--- src/rtl/tone_decoder.sv ---
// Recovers the half-period (in synth ticks) of a 1-bit square wave and flags lock on two matching intervals.
// Latency: registered outputs update on the clk edge that ends the edge-detect cycle (2-FF sync + delay flop ahead of it).
// No backpressure; note_valid is a one-clk pulse. Define TONE_DECODER_NOTE_CLASS_EN to decode hp into a note class.
module tone_decoder #(
    parameter int HP_W      = 7,
    parameter int TICK_LOG2 = 11
) (
    input  logic            clk,
    input  logic            rst_n,
    input  logic            audio,
    output logic [HP_W-1:0] hp,
    output logic            active,
    output logic            note_valid,
    output logic [3:0]      note_idx
);
    localparam int CNT_W = HP_W + TICK_LOG2;
    localparam logic [CNT_W-1:0] CNT_MAX   = '1;
    localparam logic [HP_W-1:0]  HP_MAX    = '1;
    localparam logic [CNT_W:0]   MEAS_BIAS = (CNT_W+1)'((1 << (TICK_LOG2 - 1)) + 1);
    localparam logic [CNT_W:0]   MEAS_LIM  = (CNT_W+1)'(HP_MAX);

    typedef enum logic [1:0] {SILENT, ARMED, CAND, LOCKED} state_t;

    logic             sync1_q, sync2_q, dly_q;
    logic [CNT_W-1:0] per_cnt_q, per_cnt_d;
    state_t           state_q, state_d;
    logic [HP_W-1:0]  cand_q, cand_d;
    logic [HP_W-1:0]  hp_q, hp_d;
    logic             active_q, active_d;
    logic             note_valid_q, note_valid_d;
    logic             edge_det;
    logic [CNT_W:0]   meas_sum, meas_shift;
    logic [HP_W-1:0]  meas;

`ifdef TONE_DECODER_NOTE_CLASS_EN
    logic [3:0] note_idx_q, note_idx_d;

    function automatic logic [3:0] note_class(input logic [HP_W-1:0] h);
        case (h)
            HP_W'(100): return 4'd0;
            HP_W'(84):  return 4'd1;
            HP_W'(74):  return 4'd2;
            HP_W'(70):  return 4'd3;
            HP_W'(62):  return 4'd4;
            HP_W'(55):  return 4'd5;
            HP_W'(47):  return 4'd6;
            HP_W'(42):  return 4'd7;
            HP_W'(37):  return 4'd8;
            HP_W'(35):  return 4'd9;
            HP_W'(31):  return 4'd10;
            HP_W'(28):  return 4'd11;
            default:    return 4'hF;
        endcase
    endfunction
`endif

    // per_cnt is one short of the edge-to-edge distance, hence the +1 inside MEAS_BIAS
    always_comb begin
        edge_det   = sync2_q ^ dly_q;
        meas_sum   = {1'b0, per_cnt_q} + MEAS_BIAS;
        meas_shift = meas_sum >> TICK_LOG2;
        meas       = (meas_shift > MEAS_LIM) ? HP_MAX : meas_shift[HP_W-1:0];
    end

    always_comb begin
        state_d      = state_q;
        cand_d       = cand_q;
        hp_d         = hp_q;
        active_d     = active_q;
        note_valid_d = 1'b0;
`ifdef TONE_DECODER_NOTE_CLASS_EN
        note_idx_d   = note_idx_q;
`endif
        if (edge_det)
            per_cnt_d = '0;
        else if (per_cnt_q == CNT_MAX)
            per_cnt_d = per_cnt_q;
        else
            per_cnt_d = per_cnt_q + 1'b1;

        if (edge_det) begin
            unique case (state_q)
                SILENT: state_d = ARMED;
                ARMED: begin
                    if (meas != '0) begin
                        cand_d  = meas;
                        state_d = CAND;
                    end
                end
                CAND: begin
                    if (meas == '0) begin
                        state_d = ARMED;
                    end else if (meas == cand_q) begin
                        state_d      = LOCKED;
                        hp_d         = cand_q;
                        active_d     = 1'b1;
                        note_valid_d = 1'b1;
`ifdef TONE_DECODER_NOTE_CLASS_EN
                        note_idx_d   = note_class(cand_q);
`endif
                    end else begin
                        cand_d = meas;
                    end
                end
                LOCKED: begin
                    if (meas == '0) begin
                        state_d = ARMED;
                    end else if (meas != hp_q) begin
                        cand_d  = meas;
                        state_d = CAND;
                    end
                end
                default: state_d = SILENT;
            endcase
        end else if (state_q != SILENT && per_cnt_q == CNT_MAX) begin
            // Tone lost: drop lock without announcing anything
            state_d    = SILENT;
            active_d   = 1'b0;
            hp_d       = '0;
`ifdef TONE_DECODER_NOTE_CLASS_EN
            note_idx_d = 4'hF;
`endif
        end
    end

    always_ff @(posedge clk) begin
        if (!rst_n) begin
            sync1_q      <= 1'b0;
            sync2_q      <= 1'b0;
            dly_q        <= 1'b0;
            per_cnt_q    <= '0;
            state_q      <= SILENT;
            cand_q       <= '0;
            hp_q         <= '0;
            active_q     <= 1'b0;
            note_valid_q <= 1'b0;
`ifdef TONE_DECODER_NOTE_CLASS_EN
            note_idx_q   <= 4'hF;
`endif
        end else begin
            sync1_q      <= audio;
            sync2_q      <= sync1_q;
            dly_q        <= sync2_q;
            per_cnt_q    <= per_cnt_d;
            state_q      <= state_d;
            cand_q       <= cand_d;
            hp_q         <= hp_d;
            active_q     <= active_d;
            note_valid_q <= note_valid_d;
`ifdef TONE_DECODER_NOTE_CLASS_EN
            note_idx_q   <= note_idx_d;
`endif
        end
    end

    assign hp         = hp_q;
    assign active     = active_q;
    assign note_valid = note_valid_q;
`ifdef TONE_DECODER_NOTE_CLASS_EN
    assign note_idx   = note_idx_q;
`else
    assign note_idx   = 4'hF;
`endif

endmodule

--- config.mk ---
export PLATFORM = sky130hd
export DESIGN_NAME = tone_decoder
export DESIGN_NICKNAME = d
export VERILOG_FILES = /design/src/rtl/tone_decoder.sv
export SDC_FILE = /design/constraint.sdc
export NUM_CORES = 1
export LEC_CHECK = 0
export BUFFER_PORTS_ARGS = -buffer_cell sky130_fd_sc_hd__buf_2
export CORE_MARGIN = 8
export CORE_UTILIZATION = 56
export CTS_BUF_LIST = sky130_fd_sc_hd__clkbuf_4
export DETAILED_ROUTE_END_ITERATION = 6
export GPL_TIMING_DRIVEN = 1
export PLACE_DENSITY = 0.74
export SYNTH_ARGS = -nofsm -noshare
export SYNTH_HDL_FRONTEND = slang
export SYNTH_SLANG_ARGS = --single-unit
--- constraint.sdc ---
create_clock -name clk -period 3.05 [get_ports clk]
set_clock_uncertainty 0.1 [all_clocks]
set_input_delay 0.305 -clock clk [delete_from_list [all_inputs] [get_ports clk]]
set_output_delay 0.305 -clock clk [all_outputs]
set_load 0.02 [all_outputs]
==> impl_results.md <==
- Ys Warns: 0
- Num CTS Buffers: 5
- Port Buf Inserts: 11
- Initial DRC count: about 190
- Hold Path Class: primary input to flop
- Most used flip-flop cell after synthesis: dfxtp_1
- Chip width: between 80 and 90 um
- Startpoint types: flop
- TritonRoute pass-1 iters: 5
- Sequential power share: between 60% and 70%
- Switch Pwr: between 0.0002 and 0.00025 W
- Number of distinct library cells after synthesis: 65
- Synth-to-Final Area Change: 13.7%
- CTS root buffer: clkbuf_4
- Number of global-route vias before repair: 2129
- Hold WS: 0.0704 ns
- Fin. max-slew vios: 0
- Core Area: 4000 um^2
- Clock sink count: 39
- CTS Hold Bufs: 0
- Tot GR Track Use: approximately a fifth
- RSZ-0062 raised after global routing: yes
- Post CTS Setup Buffer Count: 0
- Status: completed
- Filler cell count: 343
- Sum Neg Setup Slack: 0 ns
- Avg Vias per Cell: just over 6
- Static leakage: 1.11 nW
- Die area: 6490 um^2
- Initial antenna violation count: 0
- Util after Layout: 66.4%
- Post-Synthesis Cells: between 200 and 300
- Placed Cells: 357
- Async S/R FF share, synth: 0%
- Diode count: 0
- Multi-input logic area: 1480 um^2
- Post-route DRC violation count: 0
- Die Ht: 80.6 um
- Slew of the pin with the lowest slew margin: slightly above 0.6 ns
- Syn Area/Cell: 8.20 um^2
- Overflow after GRT: 0
- ANT nets after route: 0
- Post-Place Worst Slack: 0.0234 ns
- Slew HR: 58.5%
- CTS tree: done
- Routed WL: 5920 um
- Count of final hold-check violations: 0
- Post-route minimum period: 2.91 ns
- First-pass GRT wire length: 9920 um
- PwrDens: 306 nW/um^2
- Num rows: 23
- CP endpoint kind: flop
- FF/Latch Area: roughly 790 um^2
- Most common cell in the netlist: dfxtp_1
- #FFs+latches synth: 39
- Pin count of the biggest net entering global routing: 19
- Share of cells above drive strength 1: 22.0%
- Mapped cell area: 2340 um^2
- Comb power frac: around 4.6%
- IO Count: 16
- F_max: 0.344 GHz
- Synth top area cells: dfxtp_1, xor2_1, nor2_1, nand2_1, nor3_1
- H-tree depth: 2
- Clk buf depth: 2
- Clock share of power: 31.2%
- WL per Instance: 16.3 um
- Max-Cap Viols: 0
- Fin worst setup slack: approximately 0.14 ns
- Vias: 2219
- Critical Path RT: approximately 3.2 ns
- Peak supply drop: approximately 220 uV
- Nets: around 320
- EDFF count, synth: 0
- CTS clk-pin slew, worst paths: 0.12 ns
- Worst skew pair latency: about 0.35 ns
- Seq/Total Area, Yosys: approximately a third
- Initial Util: 58.4%
- Synth top area share: 33.4%
- Internal Pwr Total: 0.000609 W
- Largest area contributor in the netlist: dfxtp_1
- Crit share post-route: 95.3%
- Crit path DAT: 3.06 ns
- Critical path class: flop to flop
- Top cells by instance count after synthesis: dfxtp_1, nor2_1, nand2_1, nor3_1, xor2_1
- DP Wirelength: 4300 um
- Gpl congestion: ~0.98
- Sw frac: 25.1%
- Final setup viols: 0
- CP Max Fanout: 7
- Non-filler cells, final: between 300 and 400
[per-layer routing]
metal | track usage, % | share of wire [%] | routed length (um) | vias to the layer above
li1 | - | - | - | 1093
met1 | 25.7 | 46 | 2740 | 1018
met2 | 28.9 | 44 | 2580 | 100
met3 | 5.58 | 8.8 | 522 | 8
met4 | 5.82 | 1.2 | 73 | 0
met5 | 0 | 0 | 0 | -
[layout by cell type, fill, tap and decap left out, types with 3 or more instances in the layout]
| cell | count |
|---|---|
| a211oi_1 | 4 |
| a21o_1 | 8 |
| a21oi_1 | 11 |
| and2_1 | 7 |
| buf_2 | 11 |
| buf_4 | 28 |
| clkbuf_4 | 5 |
| conb_1 | 4 |
| dfxtp_1 | 34 |
| dfxtp_2 | 5 |
| nand2_1 | 28 |
| nand3_1 | 7 |
| nand4_1 | 11 |
| nor2_1 | 29 |
| nor2b_1 | 8 |
| nor3_1 | 15 |
| nor4_1 | 6 |
| o211ai_1 | 3 |
| o21a_1 | 3 |
| o21ai_0 | 8 |
| xnor2_1 | 7 |
| xor2_1 | 13 |
[through the flow]
step           cell area, um^2  power [W]
2_1_floorplan             2350   0.000564
3_3_place_gp              2560   0.000569
3_5_place_dp              2560   0.000570
4_1_cts                   2610   0.000815
5_1_grt                   2660   0.000847
6_report                  2660   0.000813
[worst max-delay path, cell delays in order, from the launching register on]
cell and delay [ns]:
dfxtp_1 0.35, buf_4 0.16, and4b_1 0.18, a221o_1 0.30, a211oi_4 0.21, and2_1 0.20
or4b_1 0.48, a32oi_2 0.26, and3_1 0.21, buf_4 0.14, nor3_1 0.05, a21o_1 0.17
[power groups by stage]
| stage | sequential (W) | clock (W) | combinational [W] |
|---|---|---|---|
| 2_1_floorplan | 0.000531 | 0 | 0.0000323 |
| 4_1_cts | 0.000521 | 0.000256 | 0.0000376 |
| 3_5_place_dp | 0.000533 | 0 | 0.0000374 |
| 6_report | 0.000522 | 0.000254 | 0.0000376 |
| 3_3_place_gp | 0.000532 | 0 | 0.0000370 |
| 5_1_grt | 0.000523 | 0.000283 | 0.0000421 |
[sequential cells by signal, indices dropped and copies added, names as in the netlist]
name	flops
active	1
cand_q	7
dly_q	1
hp	7
note_valid	1
per_cnt_q	18
state_q	2
sync1_q	1
sync2_q	1
[cell type report]
class                           count  area share, %
Sequential cell                    39           29.6
Clock inverter                      2          0.330
Multi-Input combinational cell    226           55.8
Timing Repair Buffer               39           9.99
Tap cell                           50           2.36
Clock buffer                        5           1.41
Inverter                            3          0.424
[kinds of logic after synthesis]
kind of cell,count (synthesis),share of synthesized area (%)
flops,39,33.4
simple gates,134,30.4
compound gates,66,21.7
other cells,1,0.161
buf+inv,23,5.36
fa+ha+maj,1,0.536
xor+xnor,21,8.46
[final timing paths]
check	endpoint	start	depth (start not counted)	slack, ns
setup / recovery	hp[4]	per_cnt_q[11]	11	0.14
hold / removal	sync1_q	audio	2	0.07
setup reg to reg	hp[4]	per_cnt_q[11]	11	0.14
hold reg to reg	sync2_q	sync1_q	1	0.36
[timing repair]
| item | 4_1_cts | 5_1_grt |
|---|---|---|
| endpoints found under the setup margin | 6 | 15 |
| hold endpoints to repair | 0 | 0 |
| pin swaps | 0 | 3 |
| gates resized for setup | 1 | 15 |
Power figures use the tool's default switching activity.
